File: src/rtl/hpi_responder.sv
`default_nettype none
// ============================================================================
// hpi_responder : host-port responder with word memory, mailboxes and status
// Option: define HPI_RESP_AUTOINC_EN to post-increment ADDRESS on DATA access
// Revision: 1.0
// ============================================================================
module hpi_responder #(
  parameter int MEM_WORDS = 256
) (
  input  logic        clk,
  input  logic        reset,
  input  logic [1:0]  hpi_addr,
  input  logic        hpi_cs_n,
  input  logic        hpi_rd_n,
  input  logic        hpi_wr_n,
  input  logic [15:0] hpi_data_in,
  output logic [15:0] hpi_data_out,
  output logic        hpi_data_oe,
  output logic [15:0] mbx_in_data,
  output logic        mbx_in_valid,
  input  logic        mbx_in_ack,
  input  logic [15:0] mbx_out_data,
  input  logic        mbx_out_wr,
  output logic        hpi_irq
);

  localparam int AW = $clog2(MEM_WORDS);
  localparam logic [1:0] A_DATA = 2'd0;
  localparam logic [1:0] A_MBX  = 2'd1;
  localparam logic [1:0] A_ADDR = 2'd2;
`ifdef HPI_RESP_AUTOINC_EN
  localparam bit AUTOINC = 1'b1;
`else
  localparam bit AUTOINC = 1'b0;
`endif

  typedef enum logic [1:0] {IDLE, RD, WR, ERR} state_t;

  state_t        state_q, state_d;
  logic [15:0]   ptr_q, ptr_d;
  logic [15:0]   dout_q, dout_d;
  logic [15:0]   mbx_in_q, mbx_in_d;
  logic [15:0]   mbx_out_q, mbx_out_d;
  logic [1:0]    acc_addr_q, acc_addr_d;
  logic          in_full_q, in_full_d;
  logic          out_full_q, out_full_d;
  logic          err_q, err_d;
  logic          armed_q, armed_d;
  logic          mem_we;
  logic [1:0]    rd_sel;
  logic [15:0]   rd_word;
  logic [AW-1:0] mem_idx;
  logic [15:0]   mem [MEM_WORDS];

  assign mem_idx = ptr_q[AW:1];

  // On the entry edge the live address selects; afterwards the latched one.
  always_comb begin
    rd_sel = (state_q == IDLE) ? hpi_addr : acc_addr_q;
    case (rd_sel)
      A_DATA:  rd_word = mem[mem_idx];
      A_MBX:   rd_word = mbx_out_q;
      A_ADDR:  rd_word = ptr_q;
      default: rd_word = {err_q, 13'b0, out_full_q, in_full_q};
    endcase
  end

  always_comb begin
    state_d    = state_q;
    ptr_d      = ptr_q;
    dout_d     = dout_q;
    mbx_in_d   = mbx_in_q;
    mbx_out_d  = mbx_out_q;
    acc_addr_d = acc_addr_q;
    in_full_d  = in_full_q;
    out_full_d = out_full_q;
    err_d      = err_q;
    mem_we     = 1'b0;
    // An access already underway when reset lifts is ignored until the bus idles.
    armed_d    = armed_q | hpi_cs_n | (hpi_rd_n & hpi_wr_n);
    if (mbx_in_ack) in_full_d = 1'b0;

    case (state_q)
      IDLE: begin
        if (armed_q && !hpi_cs_n) begin
          acc_addr_d = hpi_addr;
          if (!hpi_rd_n && !hpi_wr_n) begin
            state_d = ERR;
            err_d   = 1'b1;
          end else if (!hpi_rd_n) begin
            state_d = RD;
            dout_d  = rd_word;
          end else if (!hpi_wr_n) begin
            state_d = WR;
            case (hpi_addr)
              A_DATA:  mem_we = 1'b1;
              A_MBX: begin
                mbx_in_d  = hpi_data_in;
                in_full_d = 1'b1;
              end
              A_ADDR:  ptr_d = hpi_data_in;
              default: if (hpi_data_in[15]) err_d = 1'b0;
            endcase
          end
        end
      end
      RD: begin
        dout_d = rd_word;
        if (hpi_cs_n || hpi_rd_n) begin
          state_d = IDLE;
          if (acc_addr_q == A_MBX) out_full_d = 1'b0;
          if (AUTOINC && acc_addr_q == A_DATA) ptr_d = ptr_q + 16'd2;
        end
      end
      WR: begin
        if (hpi_cs_n || hpi_wr_n) begin
          state_d = IDLE;
          if (AUTOINC && acc_addr_q == A_DATA) ptr_d = ptr_q + 16'd2;
        end
      end
      default: begin
        if (hpi_cs_n || (hpi_rd_n && hpi_wr_n)) state_d = IDLE;
      end
    endcase

    // A fresh outbound post overrides the clear from a mailbox read exit.
    if (mbx_out_wr) begin
      mbx_out_d  = mbx_out_data;
      out_full_d = 1'b1;
    end
  end

  always_ff @(posedge clk or posedge reset) begin
    if (reset) begin
      state_q    <= IDLE;
      ptr_q      <= 16'h0000;
      dout_q     <= 16'h0000;
      mbx_in_q   <= 16'h0000;
      mbx_out_q  <= 16'h0000;
      acc_addr_q <= 2'd0;
      in_full_q  <= 1'b0;
      out_full_q <= 1'b0;
      err_q      <= 1'b0;
      armed_q    <= 1'b0;
    end else begin
      state_q    <= state_d;
      ptr_q      <= ptr_d;
      dout_q     <= dout_d;
      mbx_in_q   <= mbx_in_d;
      mbx_out_q  <= mbx_out_d;
      acc_addr_q <= acc_addr_d;
      in_full_q  <= in_full_d;
      out_full_q <= out_full_d;
      err_q      <= err_d;
      armed_q    <= armed_d;
    end
  end

  always_ff @(posedge clk) begin
    if (mem_we) mem[mem_idx] <= hpi_data_in;
  end

  assign hpi_data_out = dout_q;
  assign hpi_data_oe  = (state_q == RD);
  assign mbx_in_data  = mbx_in_q;
  assign mbx_in_valid = in_full_q;
  assign hpi_irq      = out_full_q;

endmodule
`default_nettype wire

File: config.mk
export PLATFORM = sky130hd
export DESIGN_NAME = hpi_responder
export DESIGN_NICKNAME = d
export VERILOG_FILES = /design/src/rtl/hpi_responder.sv
export SDC_FILE = /design/constraint.sdc
export NUM_CORES = 2
export LEC_CHECK = 0
export CAP_MARGIN = 20
export CORE_MARGIN = 2
export CORE_UTILIZATION = 45
export DETAILED_ROUTE_END_ITERATION = 10
export PLACE_DENSITY = 0.69
export SYNTH_ARGS = -nofsm -noshare
export SYNTH_HDL_FRONTEND = slang
export SYNTH_SLANG_ARGS = --single-unit
File: constraint.sdc
create_clock -name clk -period 3.65 [get_ports clk]
set_input_delay 0.365 -clock clk [delete_from_list [all_inputs] [get_ports clk]]
set_output_delay 0.365 -clock clk [all_outputs]
set_load 0.005 [all_outputs]
==> impl_metrics.yaml <==
global_route:
  grt_pass1_wl_mm: 640
  antenna_found_initial: 28
  grt_start_max_net_pins: 129
  grt_pass1_vias: 80600
  grtUsageTotal_pct: 25.2
  grt-ovfl-total: 0
synth:
  yosysTopAreaCell: "edfxtp_1"
  ys.flop_type: "edfxtp_1"
  netlist_area_sq_mm: 0.161
  synth.top_cell.area_share_pct: 76.6
  synthCells: 7051
  synth-seq-cells: 4168
  yosysWarningCount: 0
  synth.distinct_cells: 70
  async_flop_share_pct: 1.73
  synth_edf_count: 4096
  syn_nets: 7092
  ys_top_cells_by_area: "edfxtp_1 77%, mux4_2 15%, mux2i_1 1.6%"
  avgSynthCellArea_sq_um: 22.8
  ys_seq_area_share_pct: 77.7
min_path:
  worstHoldPathType: "input pin to flop"
clock_tree:
  numCtsBuffers: 401
  cts_buffer_depth: 4
  cts_sinks: 4168
  h-tree-depth: 5
  cts_tree: "done"
  cts_root_buf: "clkbuf_16"
  cts.clk_slew.worst_paths_ns: 0.06
  clkLatencyLatePin_ns: 1.00
final_layout:
  nFillCells: 26700
  post-route-util_pct: 52.7
  seq_area_sq_mm: 0.125
  most-common-layout-cells: "4,096 x edfxtp_1, 1,088 x mux4_2, 666 x buf_4, 413 x clkbuf_16, 254 x mux2i_1"
  drive_above_1_share_pct: 33.1
  fin_nets: 8024
  multi_input_area_sq_mm: 0.0341
  area_growth_pct: 16.6
  final_common_cell: "edfxtp_1"
power:
  combinationalPowerShare_pct: 18.6
  pwr-share-seq_pct: 45.8
  pwr-share-clk_pct: 35.6
  p_leak_nw: 59.2
  peakVddDrop_v: 0.000417
  power.switching_mw: 30.9
  pwr_density_cell_mw_per_mm2: 619
  p_int_mw: 85.0
  sw_frac_of_total_pct: 26.7
worst_setup_path:
  critical_path_buf_inv_count: 3
  worstPathCellList: "buf_12 -> buf_12 -> mux4_2 -> mux2i_1 -> a2111oi_1 -> a22oi_1 -> buf_4 -> nand3b_1 -> nand3_1 -> o211ai_1"
  critPathMaxStageDelay_ns: 0.80
  cp_max_fo: 20
  crit_type: "flop to flop"
  crit_path_end_kind: "flop"
  crit_arrival_ns: 4.55
  crit_family: "compound AO/OA/AOI/OAI gates"
  cp.required_ns: 4.53
  startpoint_type: "flop"
  slowest_stage: "dfrtp_4"
  timing.critical_path.mode_cell: "buf_12"
drt:
  wl_mm: 461
  drc_errors: 12
  viasPerCell: 6.25
  wl_per_cell_um: 35.2
  routed-via-count: 81800
  firstDrtPassIters: 11
  ant_nets: 0
  drt_iter0_markers: 13300
timing:
  worstMarginPinSlew_ns: 1.25
  fin_ws_ns: -0.0198
  min_period_over_period_pct: 101
  slew_headroom_pct: 16.5
  final_max_slew_viol_count: 0
  final_hold_viol_count: 0
  fmax_mhz: 272
  skew_ns: 0.0570
  finalSetupViolations: 2
  fin_crit_ns: 3.67
die:
  start_util_pct: 45.2
  die_x_um: 601
  core_area_sq_mm: 0.356
  die_area_sq_mm: 0.362
  row_count: 219
  die_h_um: 601
  ios: 76
outcome:
  status: "finished with violations"
  violations: "design-rule violations, negative setup slack"
placed_design:
  portBuffers: 75
  gp_congestion: 0.999
  hpwl_mm: 288
  place_ws_ns: -0.293
run:
  cap_viol_max_count: 0
==> flip-flops by register name, summed over array words and instances, names as in the netlist, 2 cells and up <==
| name | flops |
|---|---|
| mem | 4096 |
| hpi_data_out | 16 |
| mbx_in_data | 16 |
| mbx_out_q | 16 |
| ptr_q | 16 |
| acc_addr_q | 2 |
| state_q | 2 |
==> metal layers <==
metal / wire length [um] / GRT usage, % / share of wire [%] / vias to the layer above
li1: - / - / - / 31900
met1: 168000 / 34.3 / 36 / 43500
met2: 211000 / 38.3 / 46 / 5352
met3: 57000 / 6.78 / 12 / 1033
met4: 25100 / 11.5 / 5.5 / 18
met5: 114 / 0 / 0.025 / -
==> final timing paths <==
kind / startpoint / end / slack, ns / depth (start not counted)
worst max-delay path: ptr_q[4] / hpi_data_out[11] / -0.02 / 10
worst min-delay path: mbx_out_data[4] / mbx_out_q[4] / 0.05 / 2
worst max register to register: ptr_q[4] / hpi_data_out[11] / -0.02 / 10
max in group asynchronous: reset / mbx_out_q[11] / 2.33 / 4
min in group asynchronous: reset / mbx_in_data[11] / 0.42 / 3
worst min register to register: mbx_in_data[2] / mbx_in_data[2] / 0.50 / 1
==> repair_timing <==
| action | 4_1_cts | 5_1_grt |
|---|---|---|
| setup endpoints to repair | 9 | 9 |
| pin swaps | 0 | 0 |
| hold buffers | 15 | 0 |
| resized for setup | 10 | 6 |
| setup buffers | 5 | 2 |
| endpoints found under the hold margin | 128 | 0 |
==> cell usage after synthesis (all sizes together) (4+ instances only) <==
| library cell | instances |
|---|---|
| buf | 254 |
| inv | 20 |
| nor2 | 313 |
| mux2i | 259 |
| nor2b | 22 |
| a22o | 7 |
| nand4 | 16 |
| mux4 | 1088 |
| nand3b | 5 |
| and4b | 7 |
| dfrtp | 72 |
| o21ai | 40 |
| a21oi | 45 |
| nand2b | 9 |
| a31oi | 12 |
| a32o | 5 |
| a221o | 4 |
| o221ai | 8 |
| nand3 | 68 |
| nand2 | 160 |
| a222oi | 6 |
| nor3 | 25 |
| nor4 | 11 |
| and3 | 4 |
| a32oi | 19 |
| a22oi | 89 |
| and2 | 8 |
| o32ai | 11 |
| clkbuf | 140 |
| o211ai | 8 |
| mux2 | 68 |
| a311oi | 5 |
| edfxtp | 4096 |
| a211oi | 22 |
| a221oi | 17 |
| a2111oi | 11 |
| o22ai | 51 |
==> kinds of logic after synthesis <==
kind of cell	share of synthesized area (%)
AO/OA/AOI/OAI	1.71
multiplexers	17.3
AND/OR/NAND/NOR	1.86
buffers and inverters	1.40
flip-flops	77.7
==> final cells by class <==
class	count	share of cell area [%]
timing repair buffer	923	4.97
tap	4751	3.17
multi-input combinational	2468	18.2
sequential	4168	66.6
clock buffer	504	5.77
clock inverter	237	1.17
inverter	21	0.0521
antenna	21	0.0280
==> per-stage QoR <==
| step | instances | TNS, ns | power [mW] | cell area [sq um] | hold slack (ns) |
|---|---|---|---|---|---|
| 6_report | 13100 | -0.0214 | 116 | 187000 | 0.0549 |
| 5_1_grt | 13100 | -0.00522 | 118 | 187000 | 0.0372 |
| 4_1_cts | 13100 | 0 | 116 | 187000 | 0.00320 |
| 3_3_place_gp | 12300 | -1.09 | 74.9 | 174000 | 0.487 |
| 3_5_place_dp | 12300 | -1.25 | 75.1 | 174000 | 0.493 |
| 2_1_floorplan | 7051 | 0 | 65.2 | 161000 | 0.431 |
==> power groups by stage <==
stage	logic (mW)	clock network, mW	registers [mW]
2_1_floorplan	11.4	0	53.8
3_3_place_gp	20.8	0	54.1
3_5_place_dp	21.0	0	54.1
4_1_cts	21.2	41.6	53.1
5_1_grt	22.0	43.4	53.1
6_report	21.5	41.3	53.1
(Power assumes the default switching activity.)
